## config.mk

```make
export PLATFORM = sky130hd
export DESIGN_NAME = am_audio_stage_flat
export DESIGN_NICKNAME = d
export VERILOG_FILES = /design/src/rtl/am_audio_stage_if.sv /design/src/rtl/am_audio_stage.sv /design/src/flat_wrapper.sv
export SDC_FILE = /design/constraint.sdc
export NUM_CORES = 1
export LEC_CHECK = 0
export ABC_AREA = 1
export BUFFER_PORTS_ARGS = -buffer_cell sky130_fd_sc_hd__buf_2
export CORE_UTILIZATION = 60
export CTS_BUF_LIST = sky130_fd_sc_hd__clkbuf_4 sky130_fd_sc_hd__clkbuf_8
export CTS_CLUSTER_DIAMETER = 50
export DETAILED_ROUTE_END_ITERATION = 16
export PLACE_DENSITY_LB_ADDON = 0.3
export SYNTH_ARGS = -nofsm -noshare
export SYNTH_HDL_FRONTEND = slang
export SYNTH_SLANG_ARGS = --single-unit
```

## constraint.sdc

```tcl
create_clock -name clk -period 2.8 [get_ports clk]
set_input_delay 0.14 -clock clk [delete_from_list [all_inputs] [get_ports clk]]
set_output_delay 0.14 -clock clk [all_outputs]
set_load 0.01 [all_outputs]
```

## src/rtl/am_audio_stage_if.sv

```systemverilog
// Sample/audio handshake bundle between the AM demodulator, the audio
// stage and the downstream DAC/PWM path.
interface am_audio_stage_if;
  logic [15:0] power_in;     // unsigned I^2+Q^2 from the demodulator
  logic        power_valid;  // one-cycle strobe qualifying power_in
  logic [15:0] audio_out;    // signed audio sample, two's complement
  logic        audio_valid;  // one-cycle strobe qualifying audio_out
  logic        busy;         // stage is not idle
  logic        overrun;      // sticky: a sample arrived while busy

  // Upstream side: drives power samples, observes audio and status.
  modport master (
    output power_in, power_valid,
    input  audio_out, audio_valid, busy, overrun
  );

  // Audio stage side.
  modport slave (
    input  power_in, power_valid,
    output audio_out, audio_valid, busy, overrun
  );
endinterface

```

## src/rtl/am_audio_stage.sv

```systemverilog
// AM audio stage: per accepted power sample, an 8-cycle restoring square
// root yields the envelope magnitude, a leaky integrator tracks the carrier
// level, and the difference is emitted as a signed audio sample.
module am_audio_stage #(
  parameter int DC_SHIFT = 8  // integrator time constant, 2**DC_SHIFT samples (4..12)
) (
  input  logic             clk,
  input  logic             rst,
  am_audio_stage_if.slave  bus
);

  localparam int ACC_W = 9 + DC_SHIFT;

  localparam logic [1:0] S_IDLE = 2'd0;
  localparam logic [1:0] S_SQRT = 2'd1;
  localparam logic [1:0] S_FILT = 2'd2;

  logic [1:0]       r_state;
  logic [15:0]      r_rad;          // radicand, consumed two bits per step from the top
  logic [7:0]       r_root;         // partial root, final value is floor(sqrt(power))
  logic [8:0]       r_rem;          // remainder, never exceeds 2*root <= 510
  logic [2:0]       r_bit;          // root bit being resolved this cycle
  logic [ACC_W-1:0] r_dc_acc;       // DC estimate scaled by 2**DC_SHIFT
  logic [15:0]      r_audio;
  logic             r_audio_valid;
  logic             r_overrun;

  // Restoring square-root step: bring down the next radicand pair and try
  // subtracting (4*root + 1); success sets the new root bit.
  logic [10:0] w_rem_sh;
  logic [10:0] w_trial;
  logic        w_fit;
  logic [8:0]  w_rem_sub;

  assign w_rem_sh  = {r_rem, r_rad[15:14]};
  assign w_trial   = {1'b0, r_root, 2'b01};
  assign w_fit     = (w_rem_sh >= w_trial);
  assign w_rem_sub = 9'(w_rem_sh - w_trial);

  // Carrier removal: dc is at most 255 because the accumulator settles below
  // 256 << DC_SHIFT, so mag - dc always fits a 9-bit signed value.
  logic [8:0]       w_dc;
  logic [8:0]       w_diff;
  logic [ACC_W-1:0] w_acc_next;

  assign w_dc       = r_dc_acc[ACC_W-1:DC_SHIFT];
  assign w_diff     = {1'b0, r_root} - w_dc;
  assign w_acc_next = r_dc_acc + ACC_W'(r_root) - ACC_W'(w_dc);

  // Sample FSM: accept in IDLE, resolve one root bit per cycle, then filter.
  // NOTE: sequential state uses non-blocking assignments so every register
  // in this block sees the pre-edge values of the others.
  always_ff @(posedge clk or posedge rst) begin
    if (rst) begin
      // NOTE: datapath registers are reset too, not just the control state,
      // so an interrupted sample leaves nothing behind.
      r_state       <= S_IDLE;
      r_rad         <= '0;
      r_root        <= '0;
      r_rem         <= '0;
      r_bit         <= '0;
      r_dc_acc      <= '0;
      r_audio       <= '0;
      r_audio_valid <= 1'b0;
    end else begin
      r_audio_valid <= 1'b0;
      case (r_state)
        S_IDLE: begin
          if (bus.power_valid) begin
            r_rad   <= bus.power_in;
            r_root  <= '0;
            r_rem   <= '0;
            r_bit   <= 3'd7;
            r_state <= S_SQRT;
          end
        end
        S_SQRT: begin
          r_rad <= {r_rad[13:0], 2'b00};
          if (w_fit) begin
            r_rem  <= w_rem_sub;
            r_root <= {r_root[6:0], 1'b1};
          end else begin
            r_rem  <= w_rem_sh[8:0];
            r_root <= {r_root[6:0], 1'b0};
          end
          r_bit <= r_bit - 3'd1;
          if (r_bit == 3'd0) begin
            r_state <= S_FILT;
          end
        end
        S_FILT: begin
          r_audio       <= {w_diff, 7'b0};
          r_dc_acc      <= w_acc_next;
          r_audio_valid <= 1'b1;
          r_state       <= S_IDLE;
        end
        default: r_state <= S_IDLE;
      endcase
    end
  end

  // Sticky overrun: any strobe that arrives while a sample is in flight.
  always_ff @(posedge clk or posedge rst) begin
    if (rst) begin
      r_overrun <= 1'b0;
    end else if (bus.power_valid && (r_state != S_IDLE)) begin
      r_overrun <= 1'b1;
    end
  end

  assign bus.audio_out   = r_audio;
  assign bus.audio_valid = r_audio_valid;
  assign bus.busy        = (r_state != S_IDLE);
  assign bus.overrun     = r_overrun;

endmodule

```

## src/flat_wrapper.sv

```systemverilog
// flat-port wrapper written by rule: the top's interface ports become plain ports
module am_audio_stage_flat 
#(
  parameter int DC_SHIFT = 8                                                          
)
  (clk, rst, bus_power_in, bus_power_valid, bus_audio_out, bus_audio_valid, bus_busy, bus_overrun);
  am_audio_stage_if bus_i ();
  input  logic clk;
  input  logic rst;
  input wire logic [$bits(bus_i.power_in)-1:0] bus_power_in;
  input wire logic [$bits(bus_i.power_valid)-1:0] bus_power_valid;
  output wire logic [$bits(bus_i.audio_out)-1:0] bus_audio_out;
  output wire logic [$bits(bus_i.audio_valid)-1:0] bus_audio_valid;
  output wire logic [$bits(bus_i.busy)-1:0] bus_busy;
  output wire logic [$bits(bus_i.overrun)-1:0] bus_overrun;
  assign bus_i.power_in = bus_power_in;
  assign bus_i.power_valid = bus_power_valid;
  assign bus_audio_out = bus_i.audio_out;
  assign bus_audio_valid = bus_i.audio_valid;
  assign bus_busy = bus_i.busy;
  assign bus_overrun = bus_i.overrun;
  am_audio_stage #(.DC_SHIFT(DC_SHIFT)) u_core (.clk(clk), .rst(rst), .bus(bus_i));
endmodule
```

==> impl_metrics.env <==
export IMPL_grt_usage_pct=27.9
export IMPL_cts_resized=0
export IMPL_relSlewSlack_pct=58.4
export IMPL_fmax_mhz=417
export IMPL_min_period_ns=2.40
export IMPL_wl_um=10900
export IMPL_grt_antenna_before_repair=0
export IMPL_utilization_pct=68.6
export IMPL_clk_pin_slew_ns=0.08
export IMPL_dieWidth_um=91.5
export IMPL_maxCapViolations=0
export IMPL_yosysSeqAreaShare_pct=34.4
export IMPL_reg2reg_from="u_core.r_root[2]"
export IMPL_wl_per_cell_um=13.5
export IMPL_holdPathStages=2
export IMPL_port_buffers=30
export IMPL_final_cells=805
export IMPL_worst_r2r_cell_count=10
export IMPL_hold_start="bus_power_in[0]"
export IMPL_synth_edf_count=0
export IMPL_firstDrtPassIters=4
export IMPL_viasPerCell=5.28
export IMPL_min_path_type="primary input to flop"
export IMPL_critPathMaxStageDelay_ns=0.49
export IMPL_layout_nets=763
export IMPL_rsz0062_at_grt="no"
export IMPL_finClkSkew_ns=0.0144
export IMPL_end_kind="flop"
export IMPL_vias=4250
export IMPL_io_pins=38
export IMPL_ys_types=37
export IMPL_drt_iter0_drc=226
export IMPL_hpwlAfterDp_um=8000
export IMPL_worstSkewPairLatency_ns=0.36
export IMPL_drv_slew=0
export IMPL_grt_pass1_wl_um=18500
export IMPL_start_kind="flop"
export IMPL_min_to="u_core.r_rad[0]"
export IMPL_dieArea_mm2=0.00837
export IMPL_cts_htree_levels=3
export IMPL_crit_required_ns=3.04
export IMPL_timing_final_crit_share_pct=85.6
export IMPL_post_cts_buffers=0
export IMPL_synthArstFlopShare_pct=100
export IMPL_crit_path_cell_trace="inv_1 -> fa_1 -> inv_1 -> ha_1 -> or2_2 -> nand2_1 -> o21bai_1 -> or2_2 -> nand3_1 -> o21ai_0"
export IMPL_postSynthCellCount=663
export IMPL_r2r_end="u_core.r_dc_acc[5]"
export IMPL_cts_buffer_depth=2
export IMPL_setup_violations=0
export IMPL_clock_sinks=66
export IMPL_pre_cts_slack_ns=0.417
export IMPL_avgSynthCellArea_um2=7.25
export IMPL_drive_gt1_share_pct=11.0
export IMPL_path_buf_inv=2
export IMPL_gr_total_overflow=0
export IMPL_grt_pass1_vias=4161
export IMPL_synth_seq_cells=66
export IMPL_grt_start_max_net_pins=49
export IMPL_cp_slowest_cell="fa_1"
export IMPL_gp_congestion=0.936
export IMPL_status="complete, no violations"
export IMPL_worstPathArrival_ns=2.64
export IMPL_path_max_fanout=4
export IMPL_start_util_pct=62.2
export IMPL_yosys_warnings=0
export IMPL_ant_nets=0
export IMPL_synth_area_mm2=0.00481
export IMPL_ff2ff_setup_slack_ns=0.40
export IMPL_num_antenna_cells=0
export IMPL_setup_ws_ns=0.404
export IMPL_tritoncts="done"
export IMPL_numCtsBuffers=9
export IMPL_tightest_slew_ns=0.625
export IMPL_rows=32
export IMPL_coreArea_mm2=0.00773
export IMPL_path_delay_family="adder cells"
export IMPL_crit_type="flop to flop"
export IMPL_drc=0
export IMPL_ctsHoldBuffers=1
export IMPL_area_growth_syn_to_layout_pct=10.2
export IMPL_hold_viol=0
export IMPL_synthFlopType="dfrtp_1"
export IMPL_fin_setup_tns_ns=0
export IMPL_dp_cells=788
export IMPL_die_y_um=91.5
export IMPL_cts_root_buf="clkbuf_8"
==> layout by cell type, fill, tap and decap left out <==
cell / count
a22oi_1: 2
dlygate4sd3_1: 1
and2_1: 2
dfrtp_1: 66
a21oi_2: 1
buf_2: 30
nor2_4: 3
nand3b_1: 7
nand2_1: 214
ha_1: 37
buf_4: 6
nand4_1: 4
a21oi_1: 21
o21bai_1: 2
o21ai_1: 1
inv_2: 4
a31oi_1: 2
o22ai_1: 11
o21ai_0: 15
clkbuf_8: 9
fa_1: 9
nor3_1: 12
nor2_1: 27
conb_1: 7
a221oi_2: 4
inv_6: 2
xor2_1: 5
or2_2: 9
nand2_2: 3
a22o_1: 2
bufinv_16: 3
a211oi_1: 1
a221oi_1: 3
a21o_1: 1
xnor2_1: 3
clkinv_4: 1
nor2_8: 1
clkinvlp_4: 1
nand3_1: 49
inv_1: 122
==> cells by family after synthesis <==
| kind of cell | Yosys count | share of synthesized area, % |
|---|---|---|
| AND/OR/NAND/NOR | 331 | 29.7 |
| buffers and inverters | 145 | 12.2 |
| AO/OA/AOI/OAI | 66 | 8.82 |
| flip-flops | 66 | 34.4 |
| adder cells (fa/ha/maj) | 46 | 13.4 |
| XOR/XNOR | 8 | 1.46 |
| other | 1 | 0.0780 |
==> cells in the mapped netlist (2+ instances only) <==
master / number / area (µm²)
nand2_1: 214 / 803
inv_1: 123 / 462
dfrtp_1: 66 / 1650
nand3_1: 49 / 245
ha_1: 37 / 463
nor2_1: 27 / 101
a21oi_1: 21 / 105
o21ai_0: 15 / 75.1
nor3_1: 12 / 60.1
o22ai_1: 11 / 68.8
fa_1: 9 / 180
or2_2: 9 / 56.3
buf_4: 7 / 52.6
nand3b_1: 7 / 52.6
buf_2: 6 / 30.0
xor2_1: 5 / 43.8
a221oi_2: 4 / 60.1
clkbuf_1: 4 / 15.0
nand4_1: 4 / 25.0
a221oi_1: 3 / 26.3
inv_2: 3 / 11.3
nand2_2: 3 / 18.8
nor2_4: 3 / 33.8
xnor2_1: 3 / 26.3
a22o_1: 2 / 17.5
a22oi_1: 2 / 15.0
a31oi_1: 2 / 12.5
and2_1: 2 / 12.5
o21bai_1: 2 / 15.0
==> stage by stage <==
stage | cell area, µm² | hold WS (ns)
after floorplan | 4830 | 0.261
after global placement | 5040 | 0.141
after detailed placement | 5040 | 0.155
after CTS | 5300 | 0.00152
after global routing | 5300 | 0.0156
final | 5300 | 0.00837
==> routing by layer <==
metal | up-vias | global-route usage, % | part of all wire (%)
met5 | - | 0 | 0
met4 | 0 | 10.4 | 3.0
met3 | 26 | 5.53 | 4.8
met2 | 103 | 48.1 | 48
met1 | 1980 | 34.2 | 44
li1 | 2141 | - | -
==> how the worst max path moves through the flow <==
stage | startpoint | end | slack [ns] | depth (start not counted)
after floorplan | u_core.r_dc_acc[9] | u_core.r_dc_acc[6] | 0.55 | 10
after global placement | u_core.r_root[2] | u_core.r_dc_acc[5] | 0.45 | 10
after detailed placement | u_core.r_dc_acc[11] | u_core.r_dc_acc[6] | 0.42 | 9
after CTS | u_core.r_dc_acc[9] | u_core.r_dc_acc[6] | 0.40 | 10
after global routing | u_core.r_root[1] | u_core.r_dc_acc[6] | 0.21 | 11
final | u_core.r_root[2] | u_core.r_dc_acc[5] | 0.40 | 10
==> registers in the layout (all words and copies together), names as in the netlist <==
name / flops
u_core.r_dc_acc: 17
u_core.r_rad: 16
u_core.bus.audio_out: 9
u_core.r_rem: 9
u_core.r_root: 8
u_core.r_bit: 3
u_core.r_state: 2
u_core.bus.audio_valid: 1
u_core.bus.overrun: 1
==> worst reg2reg max path: stages, from the launching register on <==
cell,delay (ns)
dfrtp_1,0.36
inv_1,0.11
fa_1,0.49
inv_1,0.04
ha_1,0.31
or2_2,0.30
nand2_1,0.11
o21bai_1,0.13
or2_2,0.30
nand3_1,0.07
o21ai_0,0.07
==> final cells by class <==
cell class,count,area [µm²]
multi-input combinational,458,2590
timing repair buffer,37,205
sequential,66,1650
clock inverter,7,124
tap,102,128
clock buffer,9,124
fill,631,2430
inverter,126,473
Power is left out: the tool's default activity adds up to more than one toggle a clock period on the data nets, which glitch-free logic cannot reach.
